===== src/rtl/zombie_pkg.sv =====
// Shared types and constants for the zombie controller and its stepper.
// Facing encoding, sequencer states, spawn coordinates and the off-screen
// park position used for dead zombies live here.
package zombie_pkg;

  typedef enum logic [1:0] {
    FACE_UP    = 2'b00,
    FACE_RIGHT = 2'b01,
    FACE_DOWN  = 2'b10,
    FACE_LEFT  = 2'b11
  } face_e;

  typedef enum logic [2:0] {
    IDLE = 3'd0,
    UPD0 = 3'd1,
    UPD1 = 3'd2,
    UPD2 = 3'd3,
    DONE = 3'd4
  } state_e;

  localparam int         NUM_ZOMBIES = 3;
  localparam logic [9:0] SPAWN_Y     = 10'd32;
  localparam logic [9:0] PARK_X      = 10'd640;
  localparam logic [9:0] PARK_Y      = 10'd480;

  // Spawn column for each zombie; all share the same spawn row.
  function automatic logic [9:0] spawnX(input int idx);
    case (idx)
      0:       return 10'd32;
      1:       return 10'd304;
      default: return 10'd576;
    endcase
  endfunction

endpackage


===== src/rtl/zombie_step.sv =====
// Combinational chase step for one zombie: moves up to STEP pixels toward
// the player along the axis with the larger distance (ties go to X), never
// past the player, and clamps the result to the playfield.
module zombie_step
  import zombie_pkg::*;
#(
  parameter int STEP  = 1,
  parameter int MAX_X = 608,
  parameter int MAX_Y = 448
) (
  input  logic [9:0] curX_i,
  input  logic [9:0] curY_i,
  input  logic [9:0] playerX_i,
  input  logic [9:0] playerY_i,
  input  face_e      curFace_i,
  output logic [9:0] nextX_o,
  output logic [9:0] nextY_o,
  output face_e      nextFace_o
);

  localparam logic        [10:0] STEP_W = 11'(STEP);
  localparam logic signed [12:0] X_HI   = 13'(MAX_X - 1);
  localparam logic signed [12:0] Y_HI   = 13'(MAX_Y - 1);

  logic signed [10:0] dx, dy;
  logic        [10:0] adx, ady, mag;
  logic signed [12:0] sum;
  logic               moveX;

  // Pick the axis, limit the step to the remaining distance, then clamp.
  always_comb begin
    dx    = $signed({1'b0, playerX_i}) - $signed({1'b0, curX_i});
    dy    = $signed({1'b0, playerY_i}) - $signed({1'b0, curY_i});
    adx   = dx[10] ? $unsigned(-dx) : $unsigned(dx);
    ady   = dy[10] ? $unsigned(-dy) : $unsigned(dy);
    moveX = (adx >= ady);
    mag   = moveX ? adx : ady;
    if (mag > STEP_W) mag = STEP_W;
    sum        = '0;
    nextX_o    = curX_i;
    nextY_o    = curY_i;
    nextFace_o = curFace_i;
    if (mag != 11'd0) begin
      if (moveX) begin
        sum = dx[10] ? ($signed({3'b000, curX_i}) - $signed({2'b00, mag}))
                     : ($signed({3'b000, curX_i}) + $signed({2'b00, mag}));
        if (sum < 13'sd0)      nextX_o = 10'd0;
        else if (sum > X_HI)   nextX_o = X_HI[9:0];
        else                   nextX_o = sum[9:0];
        nextFace_o = dx[10] ? FACE_LEFT : FACE_RIGHT;
      end else begin
        sum = dy[10] ? ($signed({3'b000, curY_i}) - $signed({2'b00, mag}))
                     : ($signed({3'b000, curY_i}) + $signed({2'b00, mag}));
        if (sum < 13'sd0)      nextY_o = 10'd0;
        else if (sum > Y_HI)   nextY_o = Y_HI[9:0];
        else                   nextY_o = sum[9:0];
        nextFace_o = dy[10] ? FACE_UP : FACE_DOWN;
      end
    end
  end

endmodule


===== src/rtl/zombie_controller.sv =====
// Three-zombie chase controller. Each frame tick starts a four-cycle
// sequence (UPD0, UPD1, UPD2, DONE) that moves one zombie per cycle through a
// shared stepper. Kill pulses park a zombie off-screen at any time.
// Optional feature macro: ZOMBIE_RESPAWN_EN brings dead zombies back after
// RESPAWN_FRAMES accepted ticks; without it they stay dead until Reset.
module zombie_controller
  import zombie_pkg::*;
#(
  parameter int STEP           = 1,
  parameter int RESPAWN_FRAMES = 120,
  parameter int MAX_X          = 608,
  parameter int MAX_Y          = 448
) (
  input  logic       Clk,
  input  logic       Reset,
  input  logic       frame_clk,
  input  logic [9:0] PlayerX,
  input  logic [9:0] PlayerY,
  input  logic [2:0] kill,
  output logic [9:0] Zombie0X,
  output logic [9:0] Zombie0Y,
  output logic [9:0] Zombie1X,
  output logic [9:0] Zombie1Y,
  output logic [9:0] Zombie2X,
  output logic [9:0] Zombie2Y,
  output logic [1:0] Zombie0Face,
  output logic [1:0] Zombie1Face,
  output logic [1:0] Zombie2Face,
  output logic [2:0] zombie_alive,
  output logic       busy
);

  state_e     state_q, state_d;
  logic       frameLvl_q, tick_q;
  logic [9:0] posX_q [NUM_ZOMBIES];
  logic [9:0] posX_d [NUM_ZOMBIES];
  logic [9:0] posY_q [NUM_ZOMBIES];
  logic [9:0] posY_d [NUM_ZOMBIES];
  face_e      face_q [NUM_ZOMBIES];
  face_e      face_d [NUM_ZOMBIES];
  logic [2:0] alive_q, alive_d;
  logic       updActive;
  logic [1:0] updIdx;
  logic [9:0] selX, selY, stepX, stepY;
  face_e      selFace, stepFace;

`ifdef ZOMBIE_RESPAWN_EN
  localparam logic [7:0] RESP_LIMIT = 8'(RESPAWN_FRAMES);
  logic [7:0] deadCnt_q [NUM_ZOMBIES];
  logic [7:0] deadCnt_d [NUM_ZOMBIES];
  logic       tickAccepted;
  assign tickAccepted = (state_q == IDLE) && tick_q;
`else
  // Without respawn the threshold has no hardware; this empty block only
  // keeps the parameter referenced so both builds share one interface.
  if (RESPAWN_FRAMES < 0) begin : gNoRespawn
  end
`endif

  // Remember the last vsync level and flag a 0->1 transition one cycle later.
  always_ff @(posedge Clk) begin
    if (Reset) begin
      frameLvl_q <= 1'b0;
      tick_q     <= 1'b0;
    end else begin
      frameLvl_q <= frame_clk;
      tick_q     <= frame_clk & ~frameLvl_q;
    end
  end

  // Sequencer state register.
  always_ff @(posedge Clk) begin
    if (Reset) state_q <= IDLE;
    else       state_q <= state_d;
  end

  // Sequencer next state, busy flag, and which zombie the stepper serves.
  always_comb begin
    state_d   = state_q;
    busy      = 1'b1;
    updActive = 1'b0;
    updIdx    = 2'd0;
    unique case (state_q)
      IDLE: begin
        busy = 1'b0;
        if (tick_q) state_d = UPD0;
      end
      UPD0: begin
        updActive = 1'b1;
        updIdx    = 2'd0;
        state_d   = UPD1;
      end
      UPD1: begin
        updActive = 1'b1;
        updIdx    = 2'd1;
        state_d   = UPD2;
      end
      UPD2: begin
        updActive = 1'b1;
        updIdx    = 2'd2;
        state_d   = DONE;
      end
      DONE:    state_d = IDLE;
      default: begin
        busy    = 1'b0;
        state_d = IDLE;
      end
    endcase
  end

  // Route the zombie being updated this cycle into the shared stepper.
  always_comb begin
    selX    = posX_q[0];
    selY    = posY_q[0];
    selFace = face_q[0];
    if (updIdx == 2'd1) begin
      selX    = posX_q[1];
      selY    = posY_q[1];
      selFace = face_q[1];
    end else if (updIdx == 2'd2) begin
      selX    = posX_q[2];
      selY    = posY_q[2];
      selFace = face_q[2];
    end
  end

  zombie_step #(
    .STEP  (STEP),
    .MAX_X (MAX_X),
    .MAX_Y (MAX_Y)
  ) uStep (
    .curX_i     (selX),
    .curY_i     (selY),
    .playerX_i  (PlayerX),
    .playerY_i  (PlayerY),
    .curFace_i  (selFace),
    .nextX_o    (stepX),
    .nextY_o    (stepY),
    .nextFace_o (stepFace)
  );

  // Per-zombie next state: a kill beats the move, dead zombies are skipped.
  always_comb begin
    alive_d = alive_q;
    for (int i = 0; i < NUM_ZOMBIES; i++) begin
      posX_d[i] = posX_q[i];
      posY_d[i] = posY_q[i];
      face_d[i] = face_q[i];
      if (kill[i] && alive_q[i]) begin
        alive_d[i] = 1'b0;
        posX_d[i]  = PARK_X;
        posY_d[i]  = PARK_Y;
      end else if (alive_q[i] && updActive && (updIdx == 2'(i))) begin
        posX_d[i] = stepX;
        posY_d[i] = stepY;
        face_d[i] = stepFace;
      end
`ifdef ZOMBIE_RESPAWN_EN
      else if (!alive_q[i] && (state_q == DONE) && (deadCnt_q[i] >= RESP_LIMIT)) begin
        alive_d[i] = 1'b1;
        posX_d[i]  = spawnX(i);
        posY_d[i]  = SPAWN_Y;
        face_d[i]  = FACE_DOWN;
      end
`endif
    end
  end

  // Zombie registers; Reset returns everyone to the spawn line facing down.
  always_ff @(posedge Clk) begin
    if (Reset) begin
      alive_q <= 3'b111;
      for (int i = 0; i < NUM_ZOMBIES; i++) begin
        posX_q[i] <= spawnX(i);
        posY_q[i] <= SPAWN_Y;
        face_q[i] <= FACE_DOWN;
      end
    end else begin
      alive_q <= alive_d;
      for (int i = 0; i < NUM_ZOMBIES; i++) begin
        posX_q[i] <= posX_d[i];
        posY_q[i] <= posY_d[i];
        face_q[i] <= face_d[i];
      end
    end
  end

`ifdef ZOMBIE_RESPAWN_EN
  // Count accepted ticks while dead; cleared on death and on respawn.
  always_comb begin
    for (int i = 0; i < NUM_ZOMBIES; i++) begin
      deadCnt_d[i] = deadCnt_q[i];
      if (kill[i] && alive_q[i]) begin
        deadCnt_d[i] = 8'd0;
      end else if (!alive_q[i]) begin
        if ((state_q == DONE) && (deadCnt_q[i] >= RESP_LIMIT)) deadCnt_d[i] = 8'd0;
        else if (tickAccepted)                                 deadCnt_d[i] = deadCnt_q[i] + 8'd1;
      end
    end
  end

  // Respawn counter registers.
  always_ff @(posedge Clk) begin
    for (int i = 0; i < NUM_ZOMBIES; i++) begin
      if (Reset) deadCnt_q[i] <= 8'd0;
      else       deadCnt_q[i] <= deadCnt_d[i];
    end
  end
`endif

  assign Zombie0X     = posX_q[0];
  assign Zombie0Y     = posY_q[0];
  assign Zombie1X     = posX_q[1];
  assign Zombie1Y     = posY_q[1];
  assign Zombie2X     = posX_q[2];
  assign Zombie2Y     = posY_q[2];
  assign Zombie0Face  = face_q[0];
  assign Zombie1Face  = face_q[1];
  assign Zombie2Face  = face_q[2];
  assign zombie_alive = alive_q;

endmodule


===== config.mk =====
export PLATFORM = sky130hd
export DESIGN_NAME = zombie_controller
export DESIGN_NICKNAME = d
export VERILOG_FILES = /design/src/rtl/zombie_pkg.sv /design/src/rtl/zombie_step.sv /design/src/rtl/zombie_controller.sv
export SDC_FILE = /design/constraint.sdc
export NUM_CORES = 1
export LEC_CHECK = 0
export BUFFER_PORTS_ARGS = -buffer_cell sky130_fd_sc_hd__buf_2
export CORE_MARGIN = 3
export CORE_UTILIZATION = 60
export CTS_CLUSTER_DIAMETER = 150
export DETAILED_ROUTE_END_ITERATION = 6
export PLACE_DENSITY = 0.84
export SYNTH_ARGS = -nofsm -noshare
export SYNTH_HDL_FRONTEND = slang
export SYNTH_SLANG_ARGS = --single-unit

===== constraint.sdc =====
create_clock -name Clk -period 10.4 [get_ports Clk]
set_input_delay 2.08 -clock Clk [delete_from_list [all_inputs] [get_ports Clk]]
set_output_delay 2.08 -clock Clk [all_outputs]
set_load 0.01 [all_outputs]

==> results.cfg <==
[outcome]
status = completed

[global_routing]
first_global_vias = 7030
grt_max_degree = 32
grt_pass1_wl_um = 33800
grt_remaining_overflow = 0
antenna_found_initial = 0
track_usage = 0.316

[power]
power_frac_clock = 0.233
p_per_area_nw_per_um2 = 177
p_switching_uw = 619
vdd_drop_max_uv = 123
power_frac_comb = 0.548
p_seq_frac = 0.219
p_int_uw = 831
p_leak_nw = 3.71
swShare = 0.427

[synth]
synth-xor-area-share = 0.0607
synth_edf_count = 0
synth_flop_cell = dfxtp_1
synthMuxAreaShare = 0.0793
synth_warnings = 0
synthCells = 914
synth_top_family_by_area = compound AO/OA/AOI/OAI gates
synthDistinctLibCells = 74
synth.area.top_cells = dfxtp_1 (21%), ha_1 (13%), o21ai_0 (7.0%)
yosysSeqAreaShare = 0.210
synth_top_area_share = 0.210
synth_area_per_cell_um2 = 7.72
ys_seq_elements = 74
async_flop_share = 0
synth_compound_area_frac = 0.281
yosys.area_share.simple = 0.170
yosysTopAreaCell = dfxtp_1
synth_fa_ha_area_frac = 0.142
synth_area_um2 = 7050

[die]
rows = 38
ios = 96
dieWidth_um = 114
core-area_um2 = 11200
start_util = 0.631
die_area_um2 = 13100
die_h_um = 114

[placed_design]
place_inst = 1168
place.gp.congestion = 1.02
port_buffers = 95
hpwl_um = 15900
dpl_cell_area_um2 = 7870

[final_layout]
fin_util = 0.734
layout-drive-gt1-share = 0.158
seqCellArea_um2 = 1480
final_common_cell = o21ai_0
area_growth_pct = 16.2
stdcell_count = 1184
layout_common_cells = o21ai_0 (98), buf_2 (95), a21oi_1 (91)
finalNetCount = 1142
multi_input_area_um2 = 5340
antenna_cells = 0
nFillCells = 886
final_cell_area_um2 = 8200

[detailed_routing]
detail_route.iter0.violations = 770
post-route-drc-count = 0
wl_um = 20800
routedWlPerCell_um = 17.6
drt_first_pass_iters = 6
vias = 7446
via_per_inst = 6.29
antenna_left = 0

[setup_path]
crit_top_cell = ha_1
reg2reg_depth = 34
required_ns = 10.64
reg2reg_slack_ns = 1.06
r2r-start = state_q[0]
cp_max_fo = 9
critical-path-slowest-cell = or4_4
start_kind = primary input
worstReg2RegEnd = posX_q[0][9]
crit_type = primary input to flip-flop
slowest_delay_ns = 0.63
worst_setup_path_end_kind = flip-flop
cp.arrival_ns = 9.68

[timing]
skew_ns = 0.00532
tightest_slew_ns = 1.13
rsz0062_at_grt = false
finalMaxSlewViolations = 0
setup_viol = 0
period_minus_slack_ns = 9.44
fmax_ghz = 0.106
fin_crit_sh = 0.907
maxSlewHeadroom = 0.248
hold_viol_final = 0
setup_tns_ns = 0

[min_path]
hp-class = flip-flop to flip-flop
min_from = frameLvl_q
hold-path-cell-count = 1
min_to = tick_q

[clock_network]
cts_tree = done
cts.sinks = 74
root_buffer = clkbuf_16
clk_latency_ns = 0.33
h-tree-depth = 3
clockBufferDepth = 2
clkTransAtPathRegs_ns = 0.06
numCtsBuffers = 9
cts.hold.buffers_added = 0

[run]
cap_violations = 0
cell type report:
cell class                      instances  share of cell area
Clock inverter                          7              0.0122
Sequential cell                        74               0.181
Inverter                               62              0.0284
Tap cell                              140              0.0214
Multi-Input combinational cell        775               0.652
Clock buffer                            9              0.0275
Timing Repair Buffer                  117              0.0782
kinds of logic (layout without fill, tap and decap cells):
family / count (synthesis) / after routing
compound gates: 320 / 320
simple gates: 236 / 236
buf+inv: 101 / 195
fa+ha+maj: 78 / 78
flops: 74 / 74
mux: 55 / 55
xor+xnor: 48 / 48
other cells: 2 / 38
cells in the mapped netlist (10+ instances only):
cell type  count
a211oi_1      13
a21o_1        14
a21oi_1       91
a31oi_1       20
and2_1        10
clkbuf_1      30
dfxtp_1       74
ha_1          73
inv_1         62
mux2i_1       48
nand2_1       60
nand2b_1      13
nor2_1        53
nor2b_1       20
nor3_1        20
o21ai_0       98
o31ai_1       11
xnor2_1       27
xor2_1        20
per-layer routing:
| metal | wire length (µm) | GRT usage | part of all wire |
|---|---|---|---|
| met5 | 0 | 0 | 0 |
| met1 | 8880 | 0.424 | 0.43 |
| met2 | 9550 | 0.511 | 0.46 |
| met3 | 1640 | 0.0407 | 0.079 |
| met4 | 714 | 0.130 | 0.034 |
critical path: cells and delay by family:
kind                       cells  cell delay [ns]
muxes                          2             0.59
AOI/OAI and AO/OA             12             2.81
adders and majority gates      6             1.76
and+or+nand+nor                8             1.79
buffers and inverters          4             0.30
xor gates and xnor gates       2             0.36
registers in the layout (all words and copies together), names as in the netlist:
| register | cells |
|---|---|
| face_q | 6 |
| zombie_alive | 3 |
| state_q | 3 |
| posX_q | 30 |
| tick_q | 1 |
| frameLvl_q | 1 |
| posY_q | 30 |
timing repair:
item / CTS / global route
setup endpoints to repair: 0 / 4
resized for setup: 0 / 1
buffers inserted: 0 / 0
power by group through the flow:
stage	clock (mW)	sequential, mW	combinational (mW)
after global routing	0.349	0.318	0.866
after global placement	0	0.322	0.754
final	0.337	0.317	0.795
after floorplan	0	0.321	0.594
after detailed placement	0	0.322	0.771
after CTS	0.337	0.316	0.778
per-stage QoR:
| stage | worst slack (ns) | total power, mW | hold slack (ns) |
|---|---|---|---|
| 2_1_floorplan | 1.08 | 0.915 | 0.367 |
| 3_3_place_gp | 0.946 | 1.08 | 0.372 |
| 3_5_place_dp | 0.670 | 1.09 | 0.398 |
| 4_1_cts | 0.903 | 1.43 | 0.421 |
| 5_1_grt | 0.238 | 1.53 | 0.439 |
| 6_report | 0.965 | 1.45 | 0.420 |
worst max-delay path by stage:
stage          depth (start not counted)  startpoint  slack (ns)             to
4_1_cts                               36  state_q[2]        0.90  posX_q[0][17]
5_1_grt                               34  PlayerX[0]        0.24  posY_q[0][15]
3_3_place_gp                          34  PlayerX[0]        0.95  posX_q[0][21]
6_report                              34  PlayerY[0]        0.96   posX_q[0][9]
2_1_floorplan                         33  PlayerY[6]        1.08  posX_q[0][11]
3_5_place_dp                          33  PlayerX[0]        0.67  posX_q[0][17]
No activity file was read; power rests on OpenSTA's default activity.
